File: config.mk
export PLATFORM = sky130hd
export DESIGN_NAME = uba_npr_arb
export DESIGN_NICKNAME = d
export VERILOG_FILES = /design/src/rtl/ubanpr_pkg.sv /design/src/rtl/ubanpr_rrarb.sv /design/src/rtl/uba_npr_arb.sv
export SDC_FILE = /design/constraint.sdc
export NUM_CORES = 1
export LEC_CHECK = 0
export ABC_AREA = 1
export CAP_MARGIN = 20
export CORE_AREA = 2 2 192 194
export CTS_BUF_LIST = sky130_fd_sc_hd__clkbuf_8
export CTS_CLUSTER_SIZE = 28
export DETAILED_ROUTE_END_ITERATION = 12
export DIE_AREA = 0 0 194 196
export DONT_BUFFER_PORTS = 1
export GPL_ROUTABILITY_DRIVEN = 0
export GPL_TIMING_DRIVEN = 0
export REMOVE_ABC_BUFFERS = 1
export SETUP_SLACK_MARGIN = 0.15
export SYNTH_ARGS = -nofsm -noshare
export SYNTH_HDL_FRONTEND = slang
export SYNTH_SLANG_ARGS = --single-unit
File: constraint.sdc
create_clock -name clk -period 2.8 [get_ports clk]
set_input_delay 0.56 -clock clk [delete_from_list [all_inputs] [get_ports clk]]
set_output_delay 0.56 -clock clk [all_outputs]
set_load 0.01 [all_outputs]
File: src/rtl/ubanpr_pkg.sv
// ubanpr_pkg: shared types and constants for the UBA NPR arbiter.
//   - npr_state_t : engine state encoding
//   - RDFLAGS / WRFLAGS : left-half address flags for backplane read / write
//   - bit positions in Verilog numbering (KS10 bit n == Verilog bit 35-n)
package ubanpr_pkg;

    typedef enum logic [3:0] {
        IDLE,
        WRADDR,
        WRRDWAIT,
        WRRDREQ,
        WRPAUSE,
        WRWAIT,
        WRREQ,
        RDADDR,
        RDWAIT,
        RDREQ,
        DONE
    } npr_state_t;

    localparam logic [17:0] RDFLAGS = 18'o040000;
    localparam logic [17:0] WRFLAGS = 18'o010000;

    // pager flag bits
    localparam int FLG_RPW = 0;
    localparam int FLG_FTM = 1;

    // address word bits (KS10 bit 3, 5, 17, 34)
    localparam int ADR_RD  = 35 - 3;
    localparam int ADR_WR  = 35 - 5;
    localparam int ADR_IO  = 35 - 17;
    localparam int ADR_ODD = 35 - 34;

endpackage

File: src/rtl/ubanpr_rrarb.sv
// ubanpr_rrarb: round-robin priority encoder with a registered pointer.
//   clk, rst : clock, async active-low reset (pointer -> 0)
//   req      : per-device request vector
//   en       : arbitration allowed this cycle
//   gnt      : first requesting index at or after the pointer, wrapping
//   vld      : some device is requesting
//   adv      : pointer moves to gnt+1 this cycle (en & vld)
module ubanpr_rrarb #(
    parameter int NDEV = 4,
    localparam int IW  = (NDEV > 1) ? $clog2(NDEV) : 1
) (
    input  logic            clk,
    input  logic            rst,
    input  logic [NDEV-1:0] req,
    input  logic            en,
    output logic [IW-1:0]   gnt,
    output logic            vld,
    output logic            adv
);

    logic [IW-1:0] ptr;

    // Scan from the farthest slot back to ptr so the nearest hit wins.
    always_comb begin
        int            j;
        logic [IW-1:0] jw;
        vld = 1'b0;
        gnt = '0;
        j   = 0;
        jw  = '0;
        for (int k = NDEV - 1; k >= 0; k--) begin
            j = int'(ptr) + k;
            if (j >= NDEV) j = j - NDEV;
            jw = IW'(j);
            if (req[jw]) begin
                vld = 1'b1;
                gnt = jw;
            end
        end
    end

    assign adv = en & vld;

    always_ff @(posedge clk or negedge rst) begin
        if (!rst)
            ptr <= '0;
        else if (adv)
            ptr <= (int'(gnt) == NDEV - 1) ? '0 : gnt + IW'(1);
    end

endmodule

File: src/rtl/uba_npr_arb.sv
// uba_npr_arb: round-robin NPR (DMA) engine for NDEV Unibus devices plus the
// maintenance loopback path, driving the KS10 backplane bus.
//   clk, rst            : clock, async active-low reset
//   regUBAMR            : maintenance mode (loopback only, devices blocked)
//   pageFLAGS/pageADDR  : pager output for the latched address
//   busADDRI/DATAI/ACKI : backplane inputs (busADDRI also carries busIO)
//   busADDRO/DATAO/REQO : backplane outputs
//   loopREAD/WRITE/ACKO : maintenance loopback handshake
//   devREQI/ADDRI/DATAI : per-device request, address, write data (36 bits each)
//   devACKO / devNXMO   : per-device completion / timeout pulses
//   busy                : engine not idle
module uba_npr_arb
    import ubanpr_pkg::*;
#(
    parameter int NDEV  = 4,
    parameter int TOCNT = 255
) (
    input  logic             clk,
    input  logic             rst,
    input  logic             regUBAMR,
    input  logic [3:0]       pageFLAGS,
    input  logic [35:0]      pageADDR,
    input  logic [35:0]      busADDRI,
    input  logic [35:0]      busDATAI,
    input  logic             busACKI,
    output logic [35:0]      busADDRO,
    output logic [35:0]      busDATAO,
    output logic             busREQO,
    input  logic             loopREAD,
    input  logic             loopWRITE,
    output logic             loopACKO,
    input  logic [NDEV-1:0]  devREQI,
    input  logic [36*NDEV-1:0] devADDRI,
    input  logic [36*NDEV-1:0] devDATAI,
    output logic [NDEV-1:0]  devACKO,
    output logic [NDEV-1:0]  devNXMO,
    output logic             busy
);

    localparam int IW = (NDEV > 1) ? $clog2(NDEV) : 1;

    npr_state_t state, state_nxt;

    logic [NDEV-1:0][35:0] daddr, ddata;
    assign daddr = devADDRI;
    assign ddata = devDATAI;

    logic          arb_en, gnt_vld, ptr_adv;
    logic [IW-1:0] gnt_idx;

    logic          is_dev;   // current cycle belongs to a device (else loopback)
    logic [IW-1:0] req_dev;
    logic [15:0]   tocnt;

    logic [35:0] gaddr;
    logic        g_rd, g_wr, dev_go;
    logic        busio, odd, rpw, ftm, tmo;

    // next values of the registered outputs / datapath
    logic [35:0]     n_addr, n_data;
    logic            n_req, n_lack, n_isdev;
    logic [NDEV-1:0] n_dack, n_dnxm;
    logic [IW-1:0]   n_dev;
    logic [15:0]     n_cnt;

    assign arb_en = (state == IDLE) && !regUBAMR;

    ubanpr_rrarb #(.NDEV(NDEV)) u_rr (
        .clk (clk),
        .rst (rst),
        .req (devREQI),
        .en  (arb_en),
        .gnt (gnt_idx),
        .vld (gnt_vld),
        .adv (ptr_adv)
    );

    // A pick with neither or both direction flags still moves the pointer
    // but starts no cycle.
    assign gaddr  = daddr[gnt_idx];
    assign g_rd   = gaddr[ADR_RD];
    assign g_wr   = gaddr[ADR_WR];
    assign dev_go = ptr_adv & (g_rd ^ g_wr);

    assign busio = busADDRI[ADR_IO];
    assign odd   = busADDRO[ADR_ODD];
    assign rpw   = pageFLAGS[FLG_RPW];
    assign ftm   = pageFLAGS[FLG_FTM];
    assign tmo   = (tocnt == 16'(TOCNT - 1));
    assign busy  = (state != IDLE);

    logic unused_ok;
    assign unused_ok = ^{gnt_vld, pageFLAGS[3:2], pageADDR[35:18], busADDRI[35:19]};

    // state register
    always_ff @(posedge clk or negedge rst) begin
        if (!rst) state <= IDLE;
        else      state <= state_nxt;
    end

    // next state
    always_comb begin
        state_nxt = state;
        case (state)
            IDLE: begin
                if (regUBAMR) begin
                    if (loopWRITE)     state_nxt = WRADDR;
                    else if (loopREAD) state_nxt = RDADDR;
                end else if (dev_go) begin
                    state_nxt = g_wr ? WRADDR : RDADDR;
                end
            end
            WRADDR: begin
                if (ftm)
                    state_nxt = is_dev ? WRWAIT : (odd ? WRPAUSE : IDLE);
                else if (!rpw && !odd)
                    state_nxt = WRWAIT;
                else
                    state_nxt = WRRDWAIT;
            end
            WRRDWAIT: if (!busio) state_nxt = WRRDREQ;
            WRWAIT:   if (!busio) state_nxt = WRREQ;
            RDWAIT:   if (!busio) state_nxt = RDREQ;
            WRRDREQ: begin
                if (busACKI)  state_nxt = WRPAUSE;
                else if (tmo) state_nxt = DONE;
            end
            WRREQ, RDREQ: if (busACKI || tmo) state_nxt = DONE;
            WRPAUSE:  state_nxt = WRWAIT;
            RDADDR:   state_nxt = RDWAIT;
            DONE:     state_nxt = IDLE;
            default:  state_nxt = IDLE;
        endcase
    end

    // output / datapath next values
    always_comb begin
        n_addr  = busADDRO;
        n_data  = busDATAO;
        n_req   = busREQO;
        n_lack  = 1'b0;
        n_dack  = '0;
        n_dnxm  = '0;
        n_isdev = is_dev;
        n_dev   = req_dev;
        n_cnt   = tocnt;
        case (state)
            IDLE: begin
                if (regUBAMR) begin
                    if (loopWRITE) begin
                        // Loopback write data fills one half of the buffer, so an
                        // even/odd pair under FTM builds a full word.
                        n_lack  = 1'b1;
                        n_isdev = 1'b0;
                        n_addr  = {WRFLAGS, busADDRI[17:0]};
                        if (busADDRI[ADR_ODD]) n_data[17:0]  = busDATAI[17:0];
                        else                   n_data[35:18] = busDATAI[17:0];
                    end else if (loopREAD) begin
                        n_isdev = 1'b0;
                        n_addr  = {RDFLAGS, busADDRI[17:0]};
                    end
                end else if (dev_go) begin
                    n_isdev = 1'b1;
                    n_dev   = gnt_idx;
                    n_addr  = gaddr;
                    n_data  = g_wr ? ddata[gnt_idx] : 36'o0;
                end
            end
            WRADDR: begin
                if (ftm) begin
                    if (!is_dev && odd) n_addr[35:18] = RDFLAGS;
                end else if (!rpw && !odd) begin
                    n_data[17:0] = pageADDR[17:0];
                end else begin
                    n_addr[35:18] = RDFLAGS;
                end
            end
            WRRDWAIT, WRWAIT, RDWAIT: begin
                if (!busio) begin
                    n_req = 1'b1;
                    n_cnt = '0;
                end
            end
            WRRDREQ, WRREQ, RDREQ: begin
                // ACK on the terminal-count cycle still completes normally.
                if (busACKI) begin
                    n_req = 1'b0;
                    if (state == WRRDREQ) begin
                        if (odd) n_data[35:18] = busDATAI[35:18];
                        else     n_data[17:0]  = busDATAI[17:0];
                    end else if (is_dev) begin
                        n_dack[req_dev] = 1'b1;
                    end else if (state == RDREQ) begin
                        n_lack = 1'b1;
                    end
                end else if (tmo) begin
                    n_req = 1'b0;
                    if (is_dev) n_dnxm[req_dev] = 1'b1;
                    else        n_lack = 1'b1;
                end else begin
                    n_cnt = tocnt + 16'd1;
                end
            end
            WRPAUSE: n_addr[35:18] = WRFLAGS;
            default: ;
        endcase
    end

    always_ff @(posedge clk or negedge rst) begin
        if (!rst) begin
            busADDRO <= '0;
            busDATAO <= '0;
            busREQO  <= 1'b0;
            loopACKO <= 1'b0;
            devACKO  <= '0;
            devNXMO  <= '0;
            is_dev   <= 1'b0;
            req_dev  <= '0;
            tocnt    <= '0;
        end else begin
            busADDRO <= n_addr;
            busDATAO <= n_data;
            busREQO  <= n_req;
            loopACKO <= n_lack;
            devACKO  <= n_dack;
            devNXMO  <= n_dnxm;
            is_dev   <= n_isdev;
            req_dev  <= n_dev;
            tocnt    <= n_cnt;
        end
    end

endmodule

==> flow_summary.ini <==
[run_status]
outcome = complete, but fails checks
violations = negative hold slack

[sta]
finalCritPeriodShare_pct = 99.3
relSlewSlack_pct = 34.2
worst_hold_slack_ns = -0.197
layout_min_cycle_time_ns = 2.78
setup_viol_count_final = 0
worstMarginPinSlew_ns = 0.986
hold_violations = 107
maxSlewViolCount = 0
rsz0062_at_grt = true
max_freq_ghz = 0.360
finalClockSkew_ns = 0.0234

[cts]
root_buffer = clkbuf_8
cts_max_path_buffers = 2
cts.clk_slew.worst_paths_ns = 0.14
cts_buffers = 9
clk_latency_ns = 0.43
cts_sinks = 107
htreeDepth = 3
tritoncts = yes

[setup_path]
path_class = flip-flop to flip-flop
cp_data_arrival_time_ns = 3.10
crit_fanout = 8
cp_data_required_time_ns = 3.12
critical_path.cell_chain = buf_6 > nand2_4 > nand3_2 > nand2_2 > buf_4 > nor2_4 > nand2_4 > nand3_4 > buf_12 > nand3_1 > nand2_2 > nand2_4 > nand3_4 > buf_6 > nand2_8 > buf_12 > nand3_4 > clkbuf_16 > nand2_2 > nand2_1
endpoint_kind = flip-flop
cpPeakStageDelay_ns = 0.51
crit_family = simple AND/OR/NAND/NOR gates
path_buf_inv = 6
critPathSlowestCell = dfrtp_2
cp-start-kind = flip-flop

[logic_synthesis]
ys.flop_type = dfrtp_1
synth_top_family_by_area = simple AND/OR/NAND/NOR gates
ys_ff_latch = 107
synth.distinct_cells = 46
async_flop_share_pct = 100
synth_mux_area_share_pct = 0
synth_xor_area_share_pct = 0.884
synth_area_per_cell_um2 = 6.33
yosysTopAreaCell = dfrtp_1
syn-cell-area_mm2 = 0.00892
synth_compound_area_share_pct = 16.1
yosysSeqAreaShare_pct = 30.0
synth-simple-area-share_pct = 43.2
synth_area_leaders = dfrtp_1 (30%), nand2_1 (20%), nand3_1 (6.2%)
yosys.area_share.adder_pct = 0.281
synth.top_cell.area_share_pct = 30.0
synth_edf_count = 0
synth_warnings = 0
netlist_instances = 1409

[die]
die_area_mm2 = 0.0380
core_mm2 = 0.0361
fp-row-count = 70
die_w_um = 194
initial_utilization_pct = 24.7
die_y_um = 196
boundaryPins = 493

[detailed_routing]
drc = 0
wl_per_cell_um = 24.5
drtIter0Drc = 809
firstDrtPassIters = 5
drt-vias-per-instance = 5.46
via_count = 10500
ant_nets = 0
drt_wl_total_um = 47100

[grt]
grt_start_max_net_pins = 108
antenna_found_initial = 6
grt.total_usage_pct = 23.3
grt_pass1_vias = 9975
grt_pass1_wl_um = 66000
overflow = 0

[placed_design]
dp_hpwl_um = 28000
port_buffers = 0

[final_layout]
drive_gt1_share_pct = 21.6
layout-area-overhead-vs-synth_pct = 28.1
final_nets = 1854

[worst_hold_path]
min_path_type = input port to asynchronous set/reset pin

[flow_run]
drv_cap = 0

[power]
power.density_mw_per_mm2 = 1720
vdd_drop_max_uv = 1170
total_power_w = 0.0197
power.leakage_nw = 5.27
## kinds of logic (layout without fill, tap and decap cells)
kind of cell / Yosys count / count (layout)
and+or+nand+nor: 853 / 874
AOI/OAI and AO/OA: 239 / 239
buffers and inverters: 199 / 216
DFF: 107 / 107
xor gates and xnor gates: 9 / 9
adders and majority gates: 2 / 2
other: 0 / 4
## path summary, 6_finish.rpt
path,startpoint,end,slack [ns],cells after the start
min in group clk,busDATAI[13],busDATAO[13],0.35,4
worst min-delay path,rst,busDATAO[8],-0.20,0
worst min register to register,state[2],state[2],0.53,2
max in group asynchronous,rst,u_rr.ptr[0],2.80,0
worst max-delay path,u_rr.ptr[0],busDATAO[25],0.02,20
worst max register to register,u_rr.ptr[0],busDATAO[25],0.02,20
## cell usage after synthesis (all sizes together), types with 23 or more instances
cell type / number
clkbuf: 50
a22oi: 23
dfrtp: 107
inv: 108
nor2: 102
nand4: 40
nand3: 117
o22ai: 23
nor3: 32
buf: 40
o21ai: 118
nand2: 495
a21oi: 30
nand3b: 37
## sequential cells by signal, indices dropped and copies added (netlist names)
| name | flops |
|---|---|
| busDATAO | 36 |
| busADDRO | 36 |
| devACKO | 4 |
| tocnt | 16 |
| u_rr.ptr | 2 |
| busREQO | 1 |
| is_dev | 1 |
| loopACKO | 1 |
| req_dev | 2 |
| state | 4 |
| devNXMO | 4 |
## metal layers
layer  up-vias  GRT usage (%)  part of all wire, %
li1       4772              -                    -
met1      5082           29.5                   42
met2       544           39.4                   48
met3        84           4.69                  7.2
met4         2           8.28                  3.2
met5         -              0                0.023
## final cells by class
cell class	count	area, µm²
diodes	4	10.0
repair inverters	2	20.0
clock inverters	7	61.3
flip-flops and latches	107	2680
clock buffers	9	124
inverters	109	459
fillers	3958	24700
repair buffers	89	1120
multi-input cells	1124	6360
well taps	468	586
## cell usage in the layout, fill, tap and decap left out, types with 7 or more instances in the layout
cell,netlist,layout
a22oi_1,23,23
or2_2,18,18
nand3b_1,37,37
o21ai_1,17,15
nand3_1,110,101
nand3_4,4,9
inv_1,98,93
nor4_1,8,7
nand2_2,4,50
buf_16,0,7
nand2_8,1,15
buf_12,0,14
nand4_1,40,40
a21oi_1,29,27
inv_2,10,10
buf_4,6,50
a31oi_1,8,8
nor2_2,2,9
o22ai_1,23,21
o21ai_0,91,82
o21ai_2,10,20
dfrtp_1,107,103
nor2_1,99,89
buf_6,7,9
nor3_1,32,31
clkbuf_8,0,9
a21boi_0,19,18
nand2_4,5,37
nand3_2,3,12
nand2_1,485,408
## report_power, final
group	switching, W	total [W]	internal (W)
sequential	0.000761	0.00285	0.00209
combinational	0.0102	0.0158	0.00564
clock	0.000677	0.00102	0.000338
## repair_timing
action	CTS	global route
pin swaps	30	33
buffers inserted	62	13
setup endpoints to repair	103	82
resized for setup	131	104
gates cloned	21	9
endpoints found under the hold margin	107	107
## per-stage QoR
stage / setup slack, ns / util, % / instances / setup TNS (ns) / cell area (µm²)
floorplan: -1.18 / - / 1319 / -83.12 / 8480
global placement: -3.16 / 25.1 / 1787 / -253.97 / 9070
detailed placement: -2.02 / 25.6 / 1794 / -161.08 / 9230
CTS: 0.0738 / 30.0 / 1893 / 0 / 10800
global route: -0.134 / 31.7 / 1918 / -4.53 / 11400
finish: 0.0210 / 31.7 / 1919 / 0 / 11400
Power figures use the tool's default switching activity.
